File: config.mk
export PLATFORM = sky130hd
export DESIGN_NAME = audio_pwm_out
export DESIGN_NICKNAME = d
export VERILOG_FILES = /design/src/rtl/audio_pwm_out.sv
export SDC_FILE = /design/constraint.sdc
export NUM_CORES = 1
export LEC_CHECK = 0
export CORE_ASPECT_RATIO = 0.9
export CORE_MARGIN = 4
export CORE_UTILIZATION = 51
export CTS_CLUSTER_SIZE = 30
export DETAILED_ROUTE_END_ITERATION = 6
export PLACE_DENSITY = 0.8
export SETUP_SLACK_MARGIN = 0.02
export SYNTH_ARGS = -nofsm -noshare
export SYNTH_HDL_FRONTEND = slang
export SYNTH_SLANG_ARGS = --single-unit
File: constraint.sdc
create_clock -name clk -period 2 [get_ports clk]
set_clock_uncertainty 0.2 [all_clocks]
set_input_delay 0.2 -clock clk [delete_from_list [all_inputs] [get_ports clk]]
set_output_delay 0.2 -clock clk [all_outputs]
set_load 0.05 [all_outputs]
File: src/rtl/audio_pwm_out.sv
// Sample-to-PWM stage: one 8-bit duty per 256-cycle period, with pop-free ramps and overrun/underrun flags.
// Samples are double-buffered and take effect at the first period boundary after arrival; there is no backpressure.
module audio_pwm_out #(
  parameter logic [7:0] MID       = 8'd128,
  parameter logic [7:0] RAMP_STEP = 8'd1
) (
  input  logic       clk,
  input  logic       rst_n,
  input  logic [7:0] sample_in,
  input  logic       sample_valid,
  input  logic       enable,
  input  logic       clr_flags,
  output logic       pwm_out,
  output logic       period_start,
  output logic       ramping,
  output logic       overrun,
  output logic       underrun
);

  typedef enum logic [1:0] {IDLE, RAMP_UP, RUN, RAMP_DOWN} state_t;

  state_t     state, state_nxt;
  logic [7:0] cnt;
  logic [7:0] duty, duty_nxt;
  logic [7:0] pend;
  logic       pend_full, pend_full_nxt;
  logic       boundary;
  logic       set_ov, set_un;
  logic [8:0] up_sum;

  assign boundary = (state != IDLE) && (cnt == 8'hFF);
  assign up_sum   = {1'b0, duty} + {1'b0, RAMP_STEP};
  // A sample landing on the boundary cycle never counts as an overwrite.
  assign set_ov   = sample_valid && pend_full && !boundary && (state == RUN);

  always_ff @(posedge clk or negedge rst_n) begin
    if (!rst_n) state <= IDLE;
    else        state <= state_nxt;
  end

  always_comb begin
    state_nxt     = state;
    duty_nxt      = duty;
    pend_full_nxt = pend_full;
    set_un        = 1'b0;
    case (state)
      IDLE: begin
        if (enable) state_nxt = RAMP_UP;
      end
      RAMP_UP: begin
        if (boundary) begin
          if (!enable) begin
            state_nxt = RAMP_DOWN;
          end else if (up_sum >= {1'b0, MID}) begin
            duty_nxt  = MID;
            state_nxt = RUN;
          end else begin
            duty_nxt = up_sum[7:0];
          end
        end
      end
      RUN: begin
        if (boundary) begin
          if (!enable) begin
            state_nxt     = RAMP_DOWN;
            pend_full_nxt = 1'b0;
          end else if (pend_full) begin
            duty_nxt      = pend;
            pend_full_nxt = 1'b0;
          end else begin
            set_un = 1'b1;
          end
        end
      end
      RAMP_DOWN: begin
        if (boundary) begin
          if (enable) begin
            state_nxt = RAMP_UP;
          end else if (duty <= RAMP_STEP) begin
            duty_nxt      = 8'd0;
            state_nxt     = IDLE;
            pend_full_nxt = 1'b0;
          end else begin
            duty_nxt = duty - RAMP_STEP;
          end
        end
      end
      default: state_nxt = IDLE;
    endcase
    // A fresh sample always leaves the buffer full, even over a boundary consume.
    if (sample_valid) pend_full_nxt = 1'b1;
  end

  always_ff @(posedge clk or negedge rst_n) begin
    if (!rst_n) begin
      cnt          <= 8'd0;
      duty         <= 8'd0;
      pend         <= 8'd0;
      pend_full    <= 1'b0;
      pwm_out      <= 1'b0;
      period_start <= 1'b0;
      ramping      <= 1'b0;
      overrun      <= 1'b0;
      underrun     <= 1'b0;
    end else begin
      cnt          <= (state == IDLE) ? 8'd0 : cnt + 8'd1;
      duty         <= duty_nxt;
      pend_full    <= pend_full_nxt;
      if (sample_valid) pend <= sample_in;
      pwm_out      <= (state != IDLE) && (cnt < duty);
      period_start <= boundary;
      ramping      <= (state_nxt == RAMP_UP) || (state_nxt == RAMP_DOWN);
      overrun      <= set_ov | (overrun  & ~clr_flags);
      underrun     <= set_un | (underrun & ~clr_flags);
    end
  end

endmodule

# ---- Word-level counts from Yosys, hierarchy flattened
# Cells that the tools add are included.
dict set report op_classes {
  n_addsub 3
  multipliers 0
  div 0
  n_lt_le_gt_ge 3
  eq_ne 17
  shift 0
  n_mux 31
  bitwise 5
  n_reduce_logical 13
}
# cell n
set ops {}
lappend ops {{$mux W8} 10}
lappend ops {{$pmux W8 S3} 1}
lappend ops {{$mux W2} 9}
lappend ops {{$ne A2 B2 Y1 const B} 7}
lappend ops {{$ne A3 B3 Y1 const B} 4}
lappend ops {{$add A8 B1 Y9 const B} 1}
lappend ops {{$ge A9 B8 Y1 const B} 1}
lappend ops {{$mux W1} 9}
lappend ops {{$add A8 B1 Y8 const B} 1}
lappend ops {{$eq A8 B8 Y1 const B} 1}
lappend ops {{$le A8 B1 Y1 const B} 1}
lappend ops {{$lt A8 B8 Y1} 1}
lappend ops {{$pmux W2 S4} 1}
lappend ops {{$reduce_and A8 Y1} 1}
lappend ops {{$sub A8 B1 Y8 const B} 1}
lappend ops {{$eq A2 B2 Y1 const B} 3}
lappend ops {{$reduce_bool A3 Y1} 2}
lappend ops {{$logic_and A1 B1 Y1} 5}
lappend ops {{$reduce_and A5 Y1} 1}
lappend ops {{$eq A2 B1 Y1 const B} 2}
lappend ops {{$and A1 B1 Y1} 2}
lappend ops {{$logic_not A2 Y1} 1}
lappend ops {{$or A1 B1 Y1} 2}
lappend ops {{$pmux W1 S2} 1}
lappend ops {{4 further kinds} 4}
dict set report totals {
  reg_bits 32
  latch_bits 0
  mem_bits_rw 0
  romBits 0
  in_bits 13
  output_inout_bits 5
  word_cells 82
  n_memories 0
}

# ---- Depth between registers and ports, before layout
# Gate-level depths: netlist of the first run.
dict set report depth {
  word_depth 8
  depth_mapped 7
  mapped_depth_nobuf 7
}

# ---- Worst setup path before layout of the first run
# OpenSTA, ideal clock, no wires.
dict set report synth_path {
  path_kind {reg2reg}
  start {reg duty[3]}
  end {reg pend_full}
  setup_time_ns 0.118
  arrival_ns 1.773
  required_ns 1.682
  slack_ns -0.091
  stages_incl_launch_ff 7
  n_path_buf 1
  synth_period_minus_slack_ns 2.091
  cell_sequence {dfrtp_1 buf_6 or4_4 or3_1 o21ai_1 nand3_1 a21o_1}
}
dict set report synth_between {
  elab_chain_len 3
}
# element line
set synth_rtl {}
lappend synth_rtl {{from (decl)} 24} ;# logic [7:0] duty, duty_nxt;
lappend synth_rtl {{from (signal assigned)} 107} ;# duty <= duty_nxt;
lappend synth_rtl {{$le A8 B1 Y1} 79} ;# end else if (duty <= RAMP_STEP) begin
lappend synth_rtl {{$ne A3 B3 Y1 (no line)} -}
lappend synth_rtl {{$reduce_and A5 Y1 (no line)} -}
lappend synth_rtl {{to (signal assigned)} 108} ;# pend_full <= pend_full_nxt;
lappend synth_rtl {{to (decl)} 26} ;# logic pend_full, pend_full_nxt;
# Every way passes these cells.
# A chain may end at the register's enable or synchronous reset.

# ---- Final worst setup path of the first run
dict set report layout_path {
  start {reg duty[3]}
  end {reg duty[5]}
}
dict set report layout_between {
  elab_chain_len 6
  word_cells_on_any_way 11
  classes_between {add/sub (2); order compare (2); mux (7)}
}
# element line
set layout_rtl {}
lappend layout_rtl {{$add A8 B1 Y9} 32} ;# assign up_sum = {1'b0, duty} + {1'b0, RAMP_STEP};
lappend layout_rtl {{$ge A9 B8 Y1} 54} ;# end else if (up_sum >= {1'b0, MID}) begin
lappend layout_rtl {{$mux W8} 54}
lappend layout_rtl {{$mux W8} 52} ;# if (!enable) begin
lappend layout_rtl {{$mux W8} 51} ;# if (boundary) begin
lappend layout_rtl {{$pmux W8 S3 (*)} 46} ;# case (state)
# Every way passes the cells marked *; elsewhere a longest branch is shown, timed or not. The select of a mux whose other input is x is not followed.

==> qor.yml, run 1 <==
status: "finished, violations left"
violations: "negative setup slack"
synth_seq_cells: 31
place_inst: 305
rsz0062_at_grt: "yes"
drt_iter0_drc: 250
vdd_drop_max_uv: 472
fin_crit_ns: 2.10
synth.cell_area_um2: 1960
worst-path-max-fanout: 9
grt_pass1_vias: 1846
path_class: "flip-flop to flip-flop"
swShare: 0.230
die_h_um: 66.8
detailed_place_hpwl_mm: 3.45
start_kind: "flip-flop"
clockBufferDepth: 2
synth_edf_count: 0
setup_viol: 9
num_rows: 21
hold_ws_ns: 0.0916
fmax_mhz: 476
avgRoutedWirePerCell_um: 18.1
synth_area_leader_cell: "dfrtp_1"
p_switching_mw: 0.331
layout-drive-gt1-share: 0.291
async_flop_share: 1.00
p_leak_nw: 1.20
stdcell_count: 321
fin_util: 0.716
drv_slew: 0
fin_nets: 298
hold_viol_final: 0
tritoncts: "yes"
io_buffers: 17
dp_slack_ns: -0.0910
die_area_um2: 4900
placedInstanceArea_um2: 2390
finalInstanceArea_um2: 2650
setup_tns_ns: -0.469
yosys.area.top_type_share: 0.396
p_comb_frac: 0.094
dr.pass1.iters: 6
cts_buffers: 5
die_w_um: 73.3
viasPerCell: 6.26
hold_class: "primary input to async pin"
final.period_utilization: 1.05
drtAntennaViolNets: 0
vias: 2010
synth_nets: 240
clock_power_share: 0.453
fin_ws_ns: -0.0988
drcViolationCount: 0
grt_max_degree: 32
yosysMostFrequentCell: "dfrtp_1"
grt_pass1_wl_mm: 9.00
cts_max_level: 2
synth_warnings: 0
gp_congestion: 0.882
io_pins: 18
area_growth_pct: 35.4
power_density_nw_per_um2: 544
cp.required_ns: 1.98
yosysUniqueCellTypes: 52
p_seq_frac: 0.453
grt_overflow: 0
maxCapViolations: 0
grt_usage: 0.244
diodes: 0
start_util: 0.529
relSlewSlack: 0.663
ys_top_cells_by_count: "dfrtp_1, nor2_1, inv_1"
power_mw: 1.44
synthFlopType: "dfrtp_1"
cts.clk_slew.worst_paths_ns: 0.07
syn_inst: 216
cp.arrival_ns: 2.08
avgSynthCellArea_um2: 9.07
cp-end-kind: "flip-flop"
p_int_mw: 1.11
yosys-top-cells-area: "dfrtp_1, ha_1, nor2_1, o21ai_0, inv_1"
ys_seq_area_frac: 0.396
coreArea_um2: 3700
wirelength_mm: 5.80
clk_latency_ns: 0.29
root_buffer: "clkbuf_8"
worst_slew_pin_slew_ns: 0.503
antenna_found_initial: 0
cts.sinks: 31
-- cells in the final DEF, fill, tap and decap left out, drive strengths merged, types with 3 or more instances in the layout --
master	netlist	final
a21o	5	5
a21oi	11	11
and4	3	3
buf	10	47
clkbuf	2	6
clkdlybuf4s50	0	16
dfrtp	31	31
ha	11	11
inv	17	17
mux2	3	3
nand2	14	14
nand3	8	8
nand4	6	6
nor2	22	22
nor3	3	3
o21ai	16	16
o22ai	8	8
o311ai	3	3
o31ai	3	3
xnor2	3	3
xor2	6	6
-- final timing paths --
path / cells after the start / endpoint / slack (ns) / startpoint
worst max-delay path: 7 / duty[5]$_DFFE_PN0P_ / -0.1 / duty[3]$_DFFE_PN0P_
worst min-delay path: 2 / pend[4]$_DFFE_PN0P_ / 0.09 / rst_n
worst max register to register: 7 / duty[5]$_DFFE_PN0P_ / -0.1 / duty[3]$_DFFE_PN0P_
worst min register to register: 1 / pend[6]$_DFFE_PN0P_ / 0.31 / pend[6]$_DFFE_PN0P_
max in group asynchronous: 2 / duty[0]$_DFFE_PN0P_ / 1.17 / rst_n
min in group clk: 3 / pend[4]$_DFFE_PN0P_ / 0.26 / sample_in[4]
-- kinds of logic after synthesis --
| kind of cell | count (synthesis) | synth area share |
|---|---|---|
| mux | 4 | 0.0224 |
| buf+inv | 29 | 0.0748 |
| xor+xnor | 9 | 0.0403 |
| flops | 31 | 0.396 |
| simple gates | 71 | 0.185 |
| fa+ha+maj | 11 | 0.0703 |
| compound gates | 61 | 0.212 |
-- sequential cells by signal (all words and copies together) (netlist names) --
register and flops:
period_start 1, pwm_out 1, duty 8, state 2, pend_full 1, underrun 1
cnt 8, overrun 1, pend 8
-- layer usage --
| metal | part of all wire | vias up | GRT usage |
|---|---|---|---|
| li1 | - | 897 | - |
| met4 | 0.050 | 0 | 0.102 |
| met1 | 0.41 | 958 | 0.321 |
| met2 | 0.46 | 117 | 0.385 |
| met5 | 0 | - | 0 |
| met3 | 0.078 | 38 | 0.0543 |
-- worst max-delay path, stage by stage (launching register included) --
cell      delay [ns]
dfrtp_1         0.37
buf_4           0.19
and4_2          0.30
nand4_1         0.17
a21oi_2         0.28
buf_4           0.21
o21ai_0         0.12
o311ai_1        0.13
-- power by group through the flow --
stage | sequential [mW] | combinational (mW) | clock [mW]
3_5_place_dp | 0.665 | 0.127 | 0
4_1_cts | 0.653 | 0.130 | 0.656
5_1_grt | 0.655 | 0.145 | 0.689
3_3_place_gp | 0.664 | 0.125 | 0
6_report | 0.654 | 0.135 | 0.653
2_1_floorplan | 0.673 | 0.0572 | 0
-- what timing repair did --
item,4_1_cts,5_1_grt
endpoints found under the setup margin,9,11
hold buffers,0,0
cloned,1,0
pin swaps,6,4
buffers inserted,7,1
resized for setup,11,15
-- area by class of cell --
cell class                 count  area (um2)
timing repair buffer          63         520
multi-input combinational    156        1110
tap                           46        57.6
clock buffer                   6        82.6
clock inverter                 2        35.0
fill                         251        1050
inverter                      17        63.8
sequential                    31         778
No activity file was read; power rests on OpenSTA's default activity.
==> inputs of run 2 (changes only) <==
--- a/config.mk
+++ b/config.mk
@@ -8,9 +8,10 @@
 export CORE_ASPECT_RATIO = 0.9
 export CORE_MARGIN = 4
 export CORE_UTILIZATION = 51
-export CTS_CLUSTER_SIZE = 30
+export CTS_CLUSTER_SIZE = 8
 export DETAILED_ROUTE_END_ITERATION = 6
-export PLACE_DENSITY = 0.8
+export PLACE_DENSITY = 0.77
+export REMOVE_ABC_BUFFERS = 1
 export SETUP_SLACK_MARGIN = 0.02
 export SYNTH_ARGS = -nofsm -noshare
 export SYNTH_HDL_FRONTEND = slang
==> constraint.sdc (replaced) <==
create_clock -name clk -period 2.2 [get_ports clk]
set_clock_uncertainty 0.2 [all_clocks]
set_input_delay 0.22 -clock clk [delete_from_list [all_inputs] [get_ports clk]]
set_output_delay 0.22 -clock clk [all_outputs]
set_load 0.05 [all_outputs]
==> qor.yml, run 2 (same netlist as run 1, synthesis figures left out) <==
grt_max_degree: 32  # unchanged
root_buffer: "clkbuf_8"
die_w_um: 73.3  # unchanged
dr_wl_met3_um: 270  # -40%
gp_congestion: 0.868  # -1.6%
setup_tns_ns: 0  # +0.469 ns
met2_length_mm: 2.15  # -19%
hold_ws_ns: 0.123  # +0.0319 ns
die_h_um: 66.8  # unchanged
grt_overflow: 0  # unchanged
io_pins: 18  # unchanged
wirelength_mm: 4.69  # -19%
hold_viol_final: 0  # unchanged
fmax_mhz: 478  # +0.40%
fin_ws_ns: 0.110  # +0.208 ns
viasPerCell: 6.01  # -4.0%
n_fill_cell: 312  # +24%
clockBufferDepth: 2  # unchanged
dr.pass1.iters: 4  # -2
start_kind: "flip-flop"
layout_commonest_cell: "dfrtp_1"
p_leak_nw: 1.05  # -12%
relSlewSlack: 0.645  # -0.0184
vias: 1785  # -11%
fin_util: 0.644  # -0.0713
fin_crit_ns: 2.09  # -0.00836 ns
cp.arrival_ns: 2.05  # -0.03 ns
layout-drive-gt1-share: 0.171  # -0.120
dp_slack_ns: 0.0561  # +0.147 ns
drcViolationCount: 0  # unchanged
coreArea_um2: 3700  # unchanged
fin_nets: 274  # -8.1%
top_regs: "cnt: 8 flops, duty: 8 flops, pend: 8 flops"
path_class: "flip-flop to flip-flop"
cp.required_ns: 2.16  # +0.18 ns
grt_pass1_vias: 1676  # -9.2%
place_inst: 285  # -6.6%
cts.clk_slew.worst_paths_ns: 0.06  # about the same
die_area_um2: 4900  # unchanged
antenna_found_initial: 0  # unchanged
io_buffers: 17  # unchanged
register_area_um2: 776  # -0.32%
grt_usage: 0.209  # -0.0350
power_density_nw_per_um2: 508  # -6.7%
cts.sinks: 31  # unchanged
cts_buffers: 5  # unchanged
drt_iter0_drc: 145  # -42%
worst-path-max-fanout: 4  # -5
wirelength_met1_mm: 2.15  # -10%
clk_latency_ns: 0.30  # about the same
avgRoutedWirePerCell_um: 15.8  # -13%
rsz0062_at_grt: "no"
cts_max_level: 2  # unchanged
drv_slew: 0  # unchanged
status: "complete, no violations"
start_util: 0.529  # unchanged
mostFrequentLayoutCells: "dfrtp_1, buf_4, nor2_1"
worst_slew_pin_slew_ns: 0.528  # +0.0244 ns
setup_viol: 0  # -9
grt_pass1_wl_mm: 7.75  # -14%
cp-end-kind: "flip-flop"
maxCapViolations: 0  # unchanged
vdd_drop_max_uv: 256  # -46%
area_growth_pct: 21.9
topRoutingLayerUsed: "met4"
hold_class: "primary input to async pin"
tritoncts: "yes"
rrSetupSlack_ns: 0.11  # +0.21 ns
cts_hold_buf: 0  # unchanged
final.period_utilization: 0.950  # -0.0992
diodes: 0  # unchanged
drtAntennaViolNets: 0  # unchanged
detailed_place_hpwl_mm: 3.30  # -4.4%
num_rows: 21  # unchanged
stdcell_count: 297  # -7.5%
multi_input_area_um2: 1060  # -4.8%
-- run 2: cell count changes in the layout (fill, tap and decap cells not counted), moves of 2 or more --
cell / before / now
buf_4: 45 / 22
a211oi_1: 0 / 2
a211oi_2: 2 / 0
buf_6: 2 / 0
dfrtp_1: 29 / 31
dfrtp_2: 2 / 0
inv_1: 15 / 17
inv_2: 2 / 0
o21ai_2: 2 / 0
-- run 2: timing repair --
action,in CTS,in global routing
setup endpoints to repair,0,5
resized for setup,0,8
buffers inserted,0,3
-- run 2: final timing paths --
path / endpoint / start / depth (start not counted)
max: duty[2]$_DFFE_PN0P_ / duty[2]$_DFFE_PN0P_ / 5
min: cnt[4]$_DFF_PN0_ / rst_n / 2
max reg2reg: duty[2]$_DFFE_PN0P_ / duty[2]$_DFFE_PN0P_ / 5
min reg2reg: pend[5]$_DFFE_PN0P_ / pend[5]$_DFFE_PN0P_ / 1
max in group asynchronous: pend[1]$_DFFE_PN0P_ / rst_n / 2
min in group clk: pend[7]$_DFFE_PN0P_ / sample_in[7] / 3
-- run 2: area by class of cell --
cell class	instances	area share
Multi-Input combinational cell	156	0.444
Sequential cell	31	0.325
Timing Repair Buffer	39	0.138
Clock buffer	8	0.0419
Inverter	17	0.0267
Tap cell	46	0.0241
-- run 2: metrics by stage --
step	instance area [um2]	power, mW
final	2390	1.21
after floorplan	1880	0.656
after global placement	2240	0.717
after detailed placement	2240	0.719
after global routing	2390	1.26
after CTS	2340	1.22
-- run 2: report_power, final --
part / switching, mW / leakage (nW) / total, mW / internal, mW
combinational: 0.0617 / 0.646 / 0.117 / 0.0555
clock: 0.216 / 0.0515 / 0.501 / 0.285
sequential: 0.00672 / 0.357 / 0.593 / 0.587
total: 0.285 / 1.05 / 1.21 / 0.927
-- run 2: metal layers --
layer	track usage	vias to the layer above
li1	-	849
met1	0.272	869
met2	0.326	57
met3	0.0422	10
met4	0.106	0
met5	0	-
-- run 2: worst max-delay path: stages (launching register included) --
cell	delay, ns
dfrtp_1	0.37
or4_4	0.58
nor3_1	0.36
o22ai_1	0.15
a32oi_1	0.18
o22ai_1	0.11
